<file path="src/rtl/a_arb_pkg.sv">
// Shared types and helpers for the asynchronous-channel round-robin arbiter.
package a_arb_pkg;

    typedef enum logic [1:0] {
        IDLE,
        SETUP,
        WAIT_ACK,
        WAIT_RTZ
    } arb_state_t;

    // Upper bound on the number of requester channels rr_pick can scan.
    localparam int unsigned MAX_CH = 32;

    // First active request found searching ptr+1, ptr+2, ... modulo m.
    // Returns ptr when nothing is active; callers gate on |req.
    function automatic int unsigned rr_pick(
        input logic [MAX_CH-1:0] req,
        input int unsigned       ptr,
        input int unsigned       m
    );
        int unsigned pick;
        logic        found;
        pick  = ptr;
        found = 1'b0;
        for (int unsigned i = 1; i <= m; i++) begin
            int unsigned       idx;
            logic [MAX_CH-1:0] sh;
            idx = (ptr + i) % m;
            sh  = req >> idx;
            if (!found && sh[0]) begin
                pick  = idx;
                found = 1'b1;
            end
        end
        return pick;
    endfunction

endpackage

</file>
<file path="src/rtl/a_sync.sv">
// Multi-flop level synchroniser with a synchronous reset to a chosen idle level.
module a_sync
    import a_arb_pkg::*;
#(
    parameter int unsigned W       = 1,
    parameter int unsigned DEPTH   = 2,
    parameter logic        RST_VAL = 1'b0
) (
    input  logic         clk,
    input  logic         rst,
    input  logic [W-1:0] d,
    output logic [W-1:0] q
);

    logic [W-1:0] stage [DEPTH];

    always_ff @(posedge clk) begin
        if (rst) begin
            for (int unsigned i = 0; i < DEPTH; i++) begin
                stage[i] <= {W{RST_VAL}};
            end
        end else begin
            stage[0] <= d;
            for (int unsigned i = 1; i < DEPTH; i++) begin
                stage[i] <= stage[i-1];
            end
        end
    end

    assign q = stage[DEPTH-1];

endmodule

</file>
<file path="src/rtl/a_rr_arbiter.sv">
// Round-robin arbiter sharing one bundled-data downstream stage between M
// asynchronous 4-phase requester channels.
module a_rr_arbiter
    import a_arb_pkg::*;
#(
    parameter logic        Rpol = 1'b0,
    parameter int unsigned N    = 32'd1,
    parameter int unsigned M    = 32'd2,
    parameter int unsigned T    = 32'd2,
    parameter int unsigned SYNC = 32'd2
) (
    input  logic           clk,
    input  logic           rst,
    input  logic [M-1:0]   r_i,
    output logic [M-1:0]   a_i,
    input  logic [M*N-1:0] d_i,
    output logic           r_o,
    input  logic           a_o,
    output logic [N-1:0]   d_o,
    output logic [M-1:0]   gnt_o
);

    localparam int unsigned PW = $clog2(M);
    localparam int unsigned CW = $clog2(T + 1);

    arb_state_t        state;
    logic [PW-1:0]     ptr;
    logic [PW-1:0]     sel;
    logic [CW-1:0]     cnt;
    logic [M-1:0]      rq_s;
    logic              ao_s;
    logic [M-1:0]      rq_act;
    logic              ao_act;
    logic [MAX_CH-1:0] req_ext;
    logic [PW-1:0]     pick;
    logic [M-1:0]      pick_onehot;
    logic [N-1:0]      pick_data;

    a_sync #(.W(M), .DEPTH(SYNC), .RST_VAL(Rpol)) u_sync_req (
        .clk (clk),
        .rst (rst),
        .d   (r_i),
        .q   (rq_s)
    );

    a_sync #(.W(1), .DEPTH(SYNC), .RST_VAL(Rpol)) u_sync_ack (
        .clk (clk),
        .rst (rst),
        .d   (a_o),
        .q   (ao_s)
    );

    // Normalise polarity once so all decisions below test for '1 = active.
    assign rq_act = rq_s ^ {M{Rpol}};
    assign ao_act = ao_s ^ Rpol;

    always_comb begin
        req_ext         = '0;
        req_ext[M-1:0]  = rq_act;
        pick            = PW'(rr_pick(req_ext, 32'(ptr), M));
    end

    always_comb begin
        pick_onehot = '0;
        pick_data   = '0;
        for (int unsigned i = 0; i < M; i++) begin
            if (pick == PW'(i)) begin
                pick_onehot[i] = 1'b1;
                pick_data      = d_i[i*N +: N];
            end
        end
    end

    always_ff @(posedge clk) begin
        if (rst) begin
            state <= IDLE;
            ptr   <= PW'(M - 1);
            sel   <= '0;
            cnt   <= '0;
            r_o   <= Rpol;
            a_i   <= {M{Rpol}};
            d_o   <= '0;
            gnt_o <= '0;
        end else begin
            unique case (state)
                IDLE: begin
                    if (|rq_act) begin
                        sel   <= pick;
                        gnt_o <= pick_onehot;
                        d_o   <= pick_data;
                        cnt   <= CW'(T - 1);
                        state <= SETUP;
                    end
                end
                SETUP: begin
                    // cnt starts at T-1 so r_o rises exactly T edges after d_o.
                    if (cnt == '0) begin
                        r_o   <= ~Rpol;
                        state <= WAIT_ACK;
                    end else begin
                        cnt <= cnt - CW'(1);
                    end
                end
                WAIT_ACK: begin
                    if (ao_act) begin
                        a_i[sel] <= ~Rpol;
                        r_o      <= Rpol;
                        state    <= WAIT_RTZ;
                    end
                end
                WAIT_RTZ: begin
                    if (!rq_act[sel] && !ao_act) begin
                        a_i[sel] <= Rpol;
                        ptr      <= sel;
                        gnt_o    <= '0;
                        state    <= IDLE;
                    end
                end
                default: state <= IDLE;
            endcase
        end
    end

endmodule

</file>
<file path="config.mk">
export PLATFORM = sky130hd
export DESIGN_NAME = a_rr_arbiter
export DESIGN_NICKNAME = d
export VERILOG_FILES = /design/src/rtl/a_arb_pkg.sv /design/src/rtl/a_sync.sv /design/src/rtl/a_rr_arbiter.sv
export SDC_FILE = /design/constraint.sdc
export NUM_CORES = 1
export LEC_CHECK = 0
export ABC_AREA = 0
export CORE_MARGIN = 8
export CORE_UTILIZATION = 54
export CTS_BUF_LIST = sky130_fd_sc_hd__clkbuf_2
export CTS_CLUSTER_SIZE = 12
export DETAILED_ROUTE_END_ITERATION = 12
export PLACE_DENSITY = 0.84
export SLEW_MARGIN = 20
export SYNTH_ARGS = -nofsm -noshare
export SYNTH_HDL_FRONTEND = slang
export SYNTH_SLANG_ARGS = --single-unit
</file>
<file path="constraint.sdc">
create_clock -name clk -period 2.03 [get_ports clk]
set_input_delay 0.203 -clock clk [delete_from_list [all_inputs] [get_ports clk]]
set_output_delay 0.203 -clock clk [all_outputs]
set_load 0.005 [all_outputs]
</file>
==> flow_summary.toml, run 1 <==
[min_path]
worstHoldPathType = "in -> reg"

[final_layout]
mostFrequentLayoutCell = "dfxtp_1"
fin_cells = 121
stdcell_area_um2 = 978.4
antennaDiodeCount = 0
finalCoreUtilization_pct = 66.50
final_cell_mix = "dfxtp_1 (18), clkdlybuf4s50_1 (12), a21oi_1 (8)"
drive_gt1_share_pct = 7.619
nFillCells = 132
layout.area.seq_um2 = 360.3
multiInputGateArea_um2 = 432.9
syn_to_final_growth_pct = 19.39
finalNetCount = 118

[grt]
grt_use_total_pct = 10.86
grt_pass1_wl_mm = 2.463
antenna_found_initial = 0
grt_pass1_vias = 623
grt-ovfl-total = 0
grt_max_degree = 20

[cts]
clk_path_buf_depth = 2
post_cts_resize_count = 0
cts_root_buf = "clkbuf_2"
clock_sinks = 18
ctsHoldBuffers = 0
path_clk_slew_ns = 0.18
cts_setup_buffers = 0
cts-buffers-inserted = 3
htree_levels = 1
clock_latency_ns = 0.30
cts_tree = "yes"

[synthesis]
yosys.area.top_type_share_pct = 43.97
ys_warn_count = 0
ys_seq_area_share_pct = 43.97
synth.largest_area_cell = "dfxtp_1"
synth_cell_types = 24
syn-instance-count = 90
synth_top_family_by_area = "simple AND/OR/NAND/NOR gates"
synth_area_per_cell_um2 = 9.106
yosys-mux-area-fraction_pct = 4.275
synthTopCellsByArea = "dfxtp_1 (44%), ha_1 (7.6%), nor2b_1 (5.3%), a21oi_1 (4.9%), o21ai_0 (4.3%)"
synth_compound_area_share_pct = 15.88
synth_fa_ha_area_share_pct = 7.634
syn_area_um2 = 819.5
ys_ff_latch = 18
yosys.area_share.xor_xnor_pct = 0
synth_nets = 102
synthSimpleGateAreaFrac_pct = 25.04

[placed_design]
numPortBuffers = 12
dp_slack_ns = 0.2544
place_congestion = 0.7357
dp.cells = 117
dp_hpwl_mm = 1.105
dpl_cell_area_um2 = 959.7

[timing]
clock_skew_ns = 0.004927
fmax_ghz = 0.5551
tightestPinTransition_ns = 0.6158
final.setup.tns_ns = 0
final.setup.worst_slack_ns = 0.2286
period_share_pct = 88.74
setup_violations = 0
maxSlewHeadroom_pct = 58.82
layout_min_cycle_time_ns = 1.801
final_hold_viol_count = 0
rsz0062_at_grt = "no"
maxSlewViolCount = 0

[setup_path]
worstSetupEndpointType = "flop"
worstPathArrival_ns = 2.03
worst_setup_path_start_kind = "flop"
critical_path_class = "reg -> reg"
crit_required_ns = 2.26
cp_max_fo = 5
worst-r2r-setup-slack_ns = 0.23

[routing]
route.detailed.drc = 0
num_vias = 671
routed_wl_mm = 1.481
viasPerCell = 5.545
drt_first_iter_violations = 7
wl_per_cell_um = 12.24
first_pass_iters = 3
ant_nets = 0

[power]
switching_power_uw = 395.9
intPower_uw = 728.6
pwr-share-seq_pct = 42.2
p_leak_uw = 0.0003726
swShare_pct = 35.21
p_comb_share_pct = 43.9
power_density_nw_per_um2 = 1149
clkPwrFrac_pct = 13.9
ir_worst_vdd_uv = 586.2

[outcome]
outcome = "complete, no violations"

[die]
num_rows = 14
io_pins = 13
core_um2 = 1471
dieArea_um2 = 3020
initial_core_util_pct = 55.70
die_x_um = 54.96
die_h_um = 54.96

[job]
cap_violations = 0
==> per-stage QoR <==
step / hold slack (ns) / total power, µW
2_1_floorplan: 0.3312 / 825.3
3_3_place_gp: 0.4175 / 961.2
3_5_place_dp: 0.4218 / 979.1
4_1_cts: 0.4393 / 1129
5_1_grt: 0.4207 / 1210
6_report: 0.4319 / 1125
==> power by group through the flow <==
| stage | clock network, µW | logic (µW) | registers (µW) |
|---|---|---|---|
| 6_report | 157 | 494 | 474 |
| 4_1_cts | 155 | 500 | 475 |
| 3_5_place_dp | 0 | 496 | 484 |
| 2_1_floorplan | 0 | 350 | 476 |
| 5_1_grt | 175 | 548 | 487 |
| 3_3_place_gp | 0 | 482 | 480 |
==> cell families (layout without fill, tap and decap cells) <==
logic type	count (synthesis)	after routing
fa+ha+maj	5	5
flops	18	18
mux	3	3
compound gates	22	22
buf+inv	7	22
simple gates	35	35
==> cell type report <==
cell class | instances | share of cell area (%)
Tap cell | 16 | 2.046
Clock buffer | 3 | 1.535
Sequential cell | 18 | 36.83
Timing Repair Buffer | 13 | 13.04
Inverter | 5 | 1.918
Multi-Input combinational cell | 65 | 44.25
Clock inverter | 1 | 0.3836
==> worst max-delay path, stage by stage (launching register included) <==
cell,delay [ns]
dfxtp_1,0.45
mux2_4,0.31
o21a_1,0.20
or4_4,0.54
a211oi_1,0.23
==> final timing paths <==
| kind | from | to | cells after the start |
|---|---|---|---|
| max | sel | state[0] | 4 |
| min reg2reg | u_sync_ack.stage[0][0] | u_sync_ack.stage[0][1] | 1 |
| min | r_i[1] | u_sync_req.stage[0][1] | 2 |
| max reg2reg | sel | state[0] | 4 |
==> synthesized netlist by cell type <==
cell type	instances
dfxtp_1	18
a21oi_1	8
nor2b_1	7
o21ai_0	7
nor2_1	6
ha_1	5
inv_1	5
nand2_1	5
nand2b_1	5
nor4_1	3
or3_1	3
a211oi_1	2
clkbuf_1	2
mux2i_1	2
nor3_1	2
o21a_1	2
a32oi_1	1
and2b_2	1
mux2_4	1
nor3b_2	1
o21bai_1	1
o2bb2ai_1	1
or3b_1	1
or4_4	1
==> layer usage <==
| layer | global-route usage (%) | part of all wire, % | vias to the layer above |
|---|---|---|---|
| met5 | 0 | 0 | - |
| met4 | 6.000 | 1.5 | 0 |
| met3 | 2.674 | 6.5 | 4 |
| met2 | 18.11 | 44 | 16 |
| met1 | 12.46 | 48 | 303 |
| li1 | - | - | 348 |
Note: power is estimated with default switching activity, not from simulation.
==> run 2, diff against run 1 <==
- CAP_MARGIN: default -> 15
- GPL_TIMING_DRIVEN: default -> 0
==> flow_summary.toml, run 2 (same netlist as run 1, synthesis figures left out) <==
[power]
p_leak_uw = 0.0003665
power.total_uw = 1110
power_density_nw_per_um2 = 1147
ir_worst_vdd_uv = 828.6

[outcome]
outcome = "complete, no violations"

[timing]
setup_violations = 0
maxSlewViolCount = 0
final_hold_viol_count = 0
tightestPinTransition_ns = 0.4645
fmax_ghz = 0.5263
rsz0062_at_grt = "no"
maxSlewHeadroom_pct = 69.03
whs_ns = 0.2495
clock_skew_ns = 0.0009286
final.setup.tns_ns = 0
period_share_pct = 93.61
layout_min_cycle_time_ns = 1.900

[die]
initial_core_util_pct = 55.70
dieArea_um2 = 3020
die_x_um = 54.96
num_rows = 14
die_h_um = 54.96
core_um2 = 1471
io_pins = 13

[cts]
clk_path_buf_depth = 2
cts-buffers-inserted = 3
clock_latency_ns = 0.29
htree_levels = 1
cts_tree = "yes"
clock_sinks = 18
ctsHoldBuffers = 0
path_clk_slew_ns = 0.17
cts_root_buf = "clkbuf_2"
post_cts_resize_count = 0
cts_setup_buffers = 0

[placed_design]
place_congestion = 0.8300
dpl_cell_area_um2 = 949.7
dp_hpwl_mm = 1.175
numPortBuffers = 11

[routing]
wl_per_cell_um = 12.64
routed_wl_mm = 1.530
ant_nets = 0
viasPerCell = 5.405
num_vias = 654
first_pass_iters = 4
drt_first_iter_violations = 6
route.detailed.drc = 0

[final_layout]
mostFrequentLayoutCell = "dfxtp_1"
final_cell_mix = "dfxtp_1 (18), clkdlybuf4s50_1 (11), a21oi_1 (8)"
antennaDiodeCount = 0
stdcell_area_um2 = 968.4
finalNetCount = 118
syn_to_final_growth_pct = 18.17
drive_gt1_share_pct = 6.667
finalCoreUtilization_pct = 65.82

[setup_path]
slowest_stage = "or4_4"
worst-r2r-setup-slack_ns = 0.13
cp_max_fo = 5
crit_required_ns = 2.25
worstPathArrival_ns = 2.12
r2r_start = "sel"
critical_path_class = "reg -> reg"
max_stage_delay_ns = 0.56
crit_chain = "mux2_4 -> o21a_1 -> or4_4 -> a211oi_1"
worst_setup_path_start_kind = "flop"
worstSetupEndpointType = "flop"
crit_start = "sel"

[grt]
grt_use_total_pct = 11.72
grt_max_degree = 11
grt-ovfl-total = 0
grt_pass1_wl_mm = 2.608
grt_pass1_vias = 639
antenna_found_initial = 0

[min_path]
worstHoldPathType = "in -> reg"
min_from = "rst"

[job]
cap_violations = 0
[run 2: changes by cell type in the layout (fill, tap and decap cells not counted), sizes merged]
cell           delta
clkbuf            +2
clkdlybuf4s50     -1
buf               -1
[run 2: final timing paths]
| path | cells after the start | end |
|---|---|---|
| worst max-delay path | 4 | state[0] |
| worst min-delay path | 2 | u_sync_req.stage[0][1] |
| worst max register to register | 4 | state[0] |
| worst min register to register | 1 | u_sync_req.stage[0][2] |
[run 2: layer usage]
metal  vias up  wire [µm]  track usage [%]
li1        341          -                -
met5         -          0                0
met1       298        733            12.91
met2        13        695            20.38
met4         0         11            3.600
met3         2         89            4.545
[run 2: area by class of cell]
cell class,count,area (µm²)
multi-input cells,65,432.9
well taps,16,20.02
clock inverters,1,3.754
clock buffers,3,15.01
fillers,140,503.0
inverters,5,18.77
repair buffers,11,110.1
flip-flops and latches,18,360.3
plain buffers,2,7.507
[run 2: report_power, final]
part / switching [µW] / internal [µW] / leakage [µW]
clock network: 109 / 42.8 / 0.0000140
registers: 51.3 / 424 / 0.000148
logic: 234 / 249 / 0.000205
[run 2: worst max-delay path, delay by kind of cell, from the launching register on]
family             cells  cell delay, ns
DFF                    1            0.47
AOI/OAI and AO/OA      2            0.48
and+or+nand+nor        1            0.56
muxes                  1            0.32
[run 2: through the flow]
stage | setup WS (ns) | cells
2_1_floorplan | 0.3305 | 90
3_3_place_gp | 0.2054 | 117
3_5_place_dp | 0.1984 | 117
4_1_cts | 0.1359 | 121
5_1_grt | 0.04948 | 121
6_report | 0.1298 | 121
